$ cat config.mk
export PLATFORM = sky130hd
export DESIGN_NAME = freecell_move_entry_flat
export DESIGN_NICKNAME = d
export VERILOG_FILES = /design/src/rtl/freecell_move_entry_if.sv /design/src/rtl/freecell_move_entry.sv /design/src/flat_wrapper.sv
export SDC_FILE = /design/constraint.sdc
export NUM_CORES = 1
export LEC_CHECK = 0
export BUFFER_PORTS_ARGS = -buffer_cell sky130_fd_sc_hd__buf_2
export CAP_MARGIN = 20
export CORE_MARGIN = 5
export CORE_UTILIZATION = 45
export CTS_CLUSTER_DIAMETER = 30
export DETAILED_ROUTE_END_ITERATION = 8
export GPL_ROUTABILITY_DRIVEN = 0
export HOLD_SLACK_MARGIN = 0.08
export PLACE_DENSITY_LB_ADDON = 0.2
export SETUP_SLACK_MARGIN = 0.5
export SYNTH_ARGS = -nofsm -noshare
export SYNTH_HDL_FRONTEND = slang
export SYNTH_SLANG_ARGS = --single-unit
$ cat constraint.sdc
create_clock -name clock -period 2.2 [get_ports clock]
set_input_delay 0.33 -clock clock [delete_from_list [all_inputs] [get_ports clock]]
set_output_delay 0.33 -clock clock [all_outputs]
set_load 0.005 [all_outputs]
$ cat src/rtl/freecell_move_entry_if.sv
// freecell_move_entry_if: player slot selections in, source/dest move handshake out to the engine
interface freecell_move_entry_if #(parameter int COUNT_W = 10);
  logic [3:0] slot_sel;
  logic sel_strobe;
  logic cancel;
  logic game_won;
  logic move_ack;
  logic move_ok;
  logic [3:0] source;
  logic [3:0] dest;
  logic move_valid;
  logic src_held;
  logic reject;
  logic illegal;
  logic timeout;
  logic [COUNT_W-1:0] move_count;
  modport master (
    output slot_sel, sel_strobe, cancel, game_won, move_ack, move_ok,
    input source, dest, move_valid, src_held, reject, illegal, timeout, move_count
  );
  modport slave (
    input slot_sel, sel_strobe, cancel, game_won, move_ack, move_ok,
    output source, dest, move_valid, src_held, reject, illegal, timeout, move_count
  );
endinterface

$ cat src/rtl/freecell_move_entry.sv
// freecell_move_entry: turns slot strobes into a source-then-dest move presented to the FreeCell engine
module freecell_move_entry #(
  parameter int TIMEOUT_CYC = 1000,
  parameter int COUNT_W = 10
) (
  input logic clock,
  input logic reset,
  freecell_move_entry_if.slave bus
);
  localparam int TW = $clog2(TIMEOUT_CYC);
  typedef enum logic [1:0] {IDLE, SRC, ISSUE, LOCKED} state_t;
  state_t state, state_n;
  logic [3:0] src, src_n, dst, dst_n;
  logic [TW-1:0] cnt, cnt_n;
  logic [COUNT_W-1:0] count, count_n;
  logic reject, reject_n, illegal, illegal_n, timeout, timeout_n;
  always_comb begin
    state_n = state;
    src_n = src;
    dst_n = dst;
    cnt_n = cnt;
    count_n = count;
    reject_n = 1'b0;
    illegal_n = 1'b0;
    timeout_n = 1'b0;
    if (bus.game_won) state_n = LOCKED;
    else case (state)
      IDLE: if (bus.sel_strobe) begin
        if (&bus.slot_sel[3:2]) reject_n = 1'b1;
        else begin
          src_n = bus.slot_sel;
          cnt_n = '0;
          state_n = SRC;
        end
      end
      SRC: begin
        cnt_n = cnt + 1'b1;
        if (bus.cancel) state_n = IDLE;
        else if (bus.sel_strobe) begin
          // re-pressing the held source deselects it instead of issuing a no-op move
          if (bus.slot_sel == src) state_n = IDLE;
          else begin
            dst_n = bus.slot_sel;
            state_n = ISSUE;
          end
        end else if (cnt == TW'(TIMEOUT_CYC - 1)) begin
          state_n = IDLE;
          timeout_n = 1'b1;
        end
      end
      ISSUE: if (bus.move_ack) begin
        state_n = IDLE;
        count_n = count + COUNT_W'(bus.move_ok);
        illegal_n = !bus.move_ok;
      end
      default: ;
    endcase
  end
  always_ff @(posedge clock) begin
    if (reset) begin
      state <= IDLE;
      src <= '0;
      dst <= '0;
      cnt <= '0;
      count <= '0;
      reject <= 1'b0;
      illegal <= 1'b0;
      timeout <= 1'b0;
    end else begin
      state <= state_n;
      src <= src_n;
      dst <= dst_n;
      cnt <= cnt_n;
      count <= count_n;
      reject <= reject_n;
      illegal <= illegal_n;
      timeout <= timeout_n;
    end
  end
  assign bus.source = src;
  assign bus.dest = dst;
  assign bus.move_valid = state == ISSUE;
  assign bus.src_held = state == SRC || state == ISSUE;
  assign bus.reject = reject;
  assign bus.illegal = illegal;
  assign bus.timeout = timeout;
  assign bus.move_count = count;
endmodule

$ cat src/flat_wrapper.sv
// flat-port wrapper written by rule: the top's interface ports become plain ports
module freecell_move_entry_flat 
#(
  parameter int TIMEOUT_CYC = 1000,
  parameter int COUNT_W = 10
)
  (clock, reset, bus_slot_sel, bus_sel_strobe, bus_cancel, bus_game_won, bus_move_ack, bus_move_ok, bus_source, bus_dest, bus_move_valid, bus_src_held, bus_reject, bus_illegal, bus_timeout, bus_move_count);
  freecell_move_entry_if #(.COUNT_W(COUNT_W)) bus_i ();
  input logic clock;
  input logic reset;
  input wire logic [$bits(bus_i.slot_sel)-1:0] bus_slot_sel;
  input wire logic [$bits(bus_i.sel_strobe)-1:0] bus_sel_strobe;
  input wire logic [$bits(bus_i.cancel)-1:0] bus_cancel;
  input wire logic [$bits(bus_i.game_won)-1:0] bus_game_won;
  input wire logic [$bits(bus_i.move_ack)-1:0] bus_move_ack;
  input wire logic [$bits(bus_i.move_ok)-1:0] bus_move_ok;
  output wire logic [$bits(bus_i.source)-1:0] bus_source;
  output wire logic [$bits(bus_i.dest)-1:0] bus_dest;
  output wire logic [$bits(bus_i.move_valid)-1:0] bus_move_valid;
  output wire logic [$bits(bus_i.src_held)-1:0] bus_src_held;
  output wire logic [$bits(bus_i.reject)-1:0] bus_reject;
  output wire logic [$bits(bus_i.illegal)-1:0] bus_illegal;
  output wire logic [$bits(bus_i.timeout)-1:0] bus_timeout;
  output wire logic [$bits(bus_i.move_count)-1:0] bus_move_count;
  assign bus_i.slot_sel = bus_slot_sel;
  assign bus_i.sel_strobe = bus_sel_strobe;
  assign bus_i.cancel = bus_cancel;
  assign bus_i.game_won = bus_game_won;
  assign bus_i.move_ack = bus_move_ack;
  assign bus_i.move_ok = bus_move_ok;
  assign bus_source = bus_i.source;
  assign bus_dest = bus_i.dest;
  assign bus_move_valid = bus_i.move_valid;
  assign bus_src_held = bus_i.src_held;
  assign bus_reject = bus_i.reject;
  assign bus_illegal = bus_i.illegal;
  assign bus_timeout = bus_i.timeout;
  assign bus_move_count = bus_i.move_count;
  freecell_move_entry #(.TIMEOUT_CYC(TIMEOUT_CYC), .COUNT_W(COUNT_W)) u_core (.clock(clock), .reset(reset), .bus(bus_i));
endmodule
Word-level counts from Yosys, hierarchy flattened

Index checks and enable logic that the tools add are counted.
W data, S select, Z words.

Flip-flop bits (word level): 33
Logic and storage cells: 57
Output and inout bits: 23

Bitwise gates (word level): 9
Add/subtract/negate cells: 2
Muxes and demuxes: 14
Reductions and logical operators: 14
Eq/ne operators: 10

Operator list:

| operator                | count |
|---|---|
| $mux W10                | 2 |
| $pmux W10 S2            | 1 |
| $mux W2                 | 8 |
| $add A10 B1 Y10         | 1 |
| $add A10 B1 Y10 const B | 1 |
| $eq A10 B10 Y1 const B  | 1 |
| $reduce_and A5 Y1       | 2 |
| $ne A3 B3 Y1 const B    | 3 |
| $not A1 Y1              | 9 |
| $reduce_and A4 Y1       | 2 |
| $reduce_or A4 Y1        | 2 |
| $pmux W2 S3             | 1 |
| $ne A5 B4 Y1 const B    | 1 |
| $reduce_or A5 Y1        | 1 |
| $eq A4 B4 Y1            | 1 |
| $ne A2 B2 Y1 const B    | 2 |
| $reduce_bool A4 Y1      | 1 |
| $reduce_and A3 Y1       | 1 |
| $eq A2 B1 Y1 const B    | 1 |
| $eq A2 B2 Y1 const B    | 1 |
| $logic_not A2 Y1        | 1 |
| $mux W1                 | 2 |
| $reduce_and A2 Y1       | 1 |
| $reduce_bool A2 Y1      | 1 |
| other kinds (2)         | 2 |

Logic depth before layout (Yosys ltp)

Depth after elaboration: 6
Mapped depth: 7
Depth with buffers taken out: 6

Worst setup path before layout

OpenSTA, ideal clock, no wires.

Kind: reg-to-reg
Start point: register u_core.state[0]
End point: register u_core.count[9], in the netlist u_core.bus.move_count[9]
Stages on the path, launching flop included: 8
Required time: 2.129 ns
Setup slack: 0.555 ns
Period minus slack after synthesis: 1.645 ns
Arrival time: 1.574 ns
Path through: dfxtp_1 > inv_1 > ha_1 > and4b_1 > buf_2 > nand3_1 > or4_1 > a21oi_1

Longest elaborated chain between the ends: 2

Ends and longest elaborated chain:

| what                               | RTL line                  | source |
|---|---|---|
| start: declaration                 | freecell_move_entry.sv:12 | `state_t state, state_n;` |
| start signal: assignment           | freecell_move_entry.sv:70 | `state <= state_n;` |
| $eq A2 B2 Y1                       | -                         |  |
| named net bus_move_valid           | flat_wrapper.sv:19        | `output wire logic [$bits(bus_i.move_valid)-1:0] bus_move_valid;` |
| $reduce_and A3 Y1 (no source line) | -                         |  |
| end signal: assignment             | freecell_move_entry.sv:74 | `count <= count_n;` |
| end: declaration                   | freecell_move_entry.sv:15 | `logic [COUNT_W-1:0] count, count_n;` |

The timed path passes the listed nets, and every way through them passes these cells.
A chain may end at the register's enable or synchronous reset.

Worst setup path in the final report

Start point: register u_core.cnt[0]
End point: register u_core.cnt[9]

Longest elaborated chain between the ends: 2

Ends and longest elaborated chain:

| what                     | RTL line                  | source |
|---|---|---|
| start: declaration       | freecell_move_entry.sv:14 | `logic [TW-1:0] cnt, cnt_n;` |
| start signal: assignment | freecell_move_entry.sv:73 | `cnt <= cnt_n;` |
| $add A10 B1 Y10          | freecell_move_entry.sv:37 | `cnt_n = cnt + 1'b1;` |
| $pmux W10 S2             | freecell_move_entry.sv:27 | `else case (state)` |

Every way passes these cells.

==> out/metrics.cfg <==
[layout]
drive_gt1_share_pct = 31.96
flow.area_growth_from_synthesis_pct = 24.29
antenna_cells_inserted = 0
finish.cell_count_without_fillers = 265
post-route-util_pct = 59.05
finish.net_count = 235
filler_cell_count = 322

[routing]
drt_pass1_iterations = 4
route.detailed.drc = 0
dr_wl_cell_um = 14.38
met1Wirelength_um = 1666
number_of_design_rule_violations_left_by_the_first_detailed_router_iteration = 67
met3WireLength_um = 205
totalWireLength_um = 3812
vias = 1495
viasPerCell = 5.642
antenna_violation_net_count_after_detailed_routing = 0
routed.top_layer = met4
met2_wirelength_um = 1902

[floorplan]
core_um2 = 3416
rows = 21
fp.dieH_um = 70.05
die_width_um = 70.05
io-pin-count = 34
design.die.area_um2 = 4907
initial_core_util_pct = 47.51

[clock_tree]
cts.htree.levels = 2
cts_inserted_buffers = 5
clk_pin_slew_worst_paths_ns = 0.10
tritoncts = yes
clkSinkCount = 33
worstSkewPairLatency_ns = 0.33
clockRootBuffer = clkbuf_4
cts_buffer_depth = 2

[timing]
final.min_clock_period_ns = 1.690
rsz0062_at_grt = yes
worst-slew-pin-transition_ns = 0.4474
timing.max_slew.rel_slack_pct = 70.18
final-setup-viol-count = 0
timing.final.crit_share_pct = 76.81
final.setup.tns_ns = 0
max_freq_ghz = 0.5918
drv_slew = 0
fin_worst_skew_ns = 0.008607
number_of_hold_violations_in_the_final_report = 0

[setup_path]
critical_path.reg2reg.startpoint = u_core.cnt[0]$_SDFFE_PP0P_
crit_chain = buf_4, nand3_2, or3_4, or4_1, a21oi_1
worst_path_dominant_cell_family = simple AND/OR/NAND/NOR gates
cp_num_buf_inv = 1
worst_path_max_delay_cell = or4_1
criticalPathCategory = reg2reg
timing.critical_path.slowest_cell_delay_ns = 0.49
ff2ff_setup_slack_ns = 0.51
cp-start-kind = register
crit_path_end_kind = register
critical_path.max_fanout = 4
worst_setup_startpoint = u_core.cnt[0]$_SDFFE_PP0P_
cp_data_arrival_time_ns = 1.95
crit_required_ns = 2.46

[logic_synthesis]
ys_top_cells_by_area = dfxtp_1 (41%), xor2_1 (5.4%), ha_1 (4.6%)
post-synth-top-count-cell = dfxtp_1
syn-num-nets = 196
postSynthCellCount = 179
ys_ff_latch = 33
post-synth-top-area-cell = dfxtp_1
synth_top_cells_by_count = dfxtp_1 (33), a21oi_1 (14), nor2_1 (14), xor2_1 (10), nand2_1 (8)
synth_top_area_share_pct = 40.71
netlist-cell-type-count = 42
synth_edf_count = 0
syn-cell-area_um2 = 1623
synth.yosys.warnings = 0
avgSynthCellArea_um2 = 9.066
share_of_flip_flops_with_an_asynchronous_set_or_reset_pct = 0
fraction_of_the_yosys_area_taken_by_sequential_cells_pct = 40.71
synth_flop_cell = dfxtp_1

[power]
seq_power_share_pct = 49.7
powerDensity_nw_per_um2 = 635.4
static-leakage-power_nw = 0.8113
switchingPower_mw = 0.3818
vdd_ir_drop_max_v = 0.0002619
net_switching_fraction_of_the_power_pct = 29.79
internal_power_mw = 0.8999
comb_power_share_pct = 25.7
clock_power_share_pct = 24.5

[global_route]
grt_max_degree = 26
grt_overflow_total = 0
grt_first_pass_wirelength_um = 6306
gr-usage-all-layers_pct = 15.63
antenna_found_initial = 0
first_global_vias = 1445

[placement]
io_buffers = 33
dpl.hpwl_um = 2683
number_of_cells_after_detailed_placement = 251

[worst_hold_path]
hold_class = in2reg
hold_start = bus_move_ok

[job]
max_cap_violations = 0

[run_status]
outcome = finished clean

[state kept, by name, indices dropped and copies added (netlist names)]
name and cells:
u_core.bus.dest 4, u_core.bus.source 4, u_core.bus.reject 1, u_core.bus.move_count 10, u_core.cnt 10, u_core.state 2, u_core.bus.timeout 1, u_core.bus.illegal 1
[cell usage in the layout (no fill, tap or decap), types with 3 or more instances in the layout]
master    count
buf_2        33
dfxtp_1      29
nor2_1       14
a21oi_1      13
xor2_1       10
nand3_1       7
nand4_1       7
nand2_1       7
o31ai_1       7
mux2i_1       7
o21ai_0       6
or4_1         6
buf_4         6
inv_1         5
clkbuf_4      5
ha_4          4
inv_2         3
nand2b_1      3
clkbuf_1      3
dfxtp_2       3
[metrics by stage]
step           hold slack, ns  area [um^2]  power [mW]  worst slack (ns)
2_1_floorplan          0.4067         1623      0.8085            0.5552
3_3_place_gp           0.4583         1821      0.8652            0.4421
3_5_place_dp           0.4752         1821      0.8766            0.3834
4_1_cts                0.1589         1908       1.224            0.3909
5_1_grt                0.1640         2017       1.358            0.4208
6_report               0.1824         2017       1.282            0.5101
[area by class of cell]
cell class	instances	area [um^2]	area share [%]
clock buffers	8	48.80	2.419
well taps	46	57.56	2.854
inverters	8	30.03	1.489
multi-input cells	131	1002	49.69
flip-flops and latches	33	668.1	33.13
repair buffers	39	210.2	10.42
[worst register-to-register path, cell delays in order, from the launching register on]
cell     delay (ns)
dfxtp_2        0.37
buf_4          0.12
nand3_2        0.08
or3_4          0.40
or4_1          0.49
a21oi_1        0.16
[power by group through the flow]
stage / clock (mW) / sequential (mW) / combinational, mW
2_1_floorplan: 0 / 0.641 / 0.167
3_3_place_gp: 0 / 0.641 / 0.224
3_5_place_dp: 0 / 0.643 / 0.233
4_1_cts: 0.329 / 0.629 / 0.265
5_1_grt: 0.356 / 0.641 / 0.361
6_report: 0.314 / 0.638 / 0.330
[what timing repair did]
action                                  in CTS  in global routing
gates cloned                                 0                  1
gates resized for setup                      3                 20
hold buffers                                 0                  0
pin swaps                                    0                  1
setup buffers                                3                  2
endpoints found under the setup margin      13                 18
[kinds of logic (layout without fill, tap and decap cells)]
kind of cell	Yosys count	in the layout	share of synthesized area [%]
compound gates	38	38	15.65
xor+xnor	11	11	5.937
buf+inv	16	55	3.855
simple gates	67	67	24.06
flops	33	33	40.71
fa+ha+maj	6	6	4.626
mux	8	9	5.166
[worst paths after layout]
kind / end / depth (start not counted)
worst max-delay path: u_core.cnt[9]$_SDFFE_PP0P_ / 5
worst min-delay path: u_core.bus.illegal$_SDFF_PP0_ / 2
worst max register to register: u_core.cnt[9]$_SDFFE_PP0P_ / 5
worst min register to register: u_core.bus.dest[2]$_SDFFE_PP0P_ / 2
[layer usage]
metal,up-vias,global-route usage (%)
met2,38,27.39
met3,4,4.448
met5,-,0
li1,747,-
met4,0,7.447
met1,706,17.25
No activity file was read; power rests on OpenSTA's default activity.
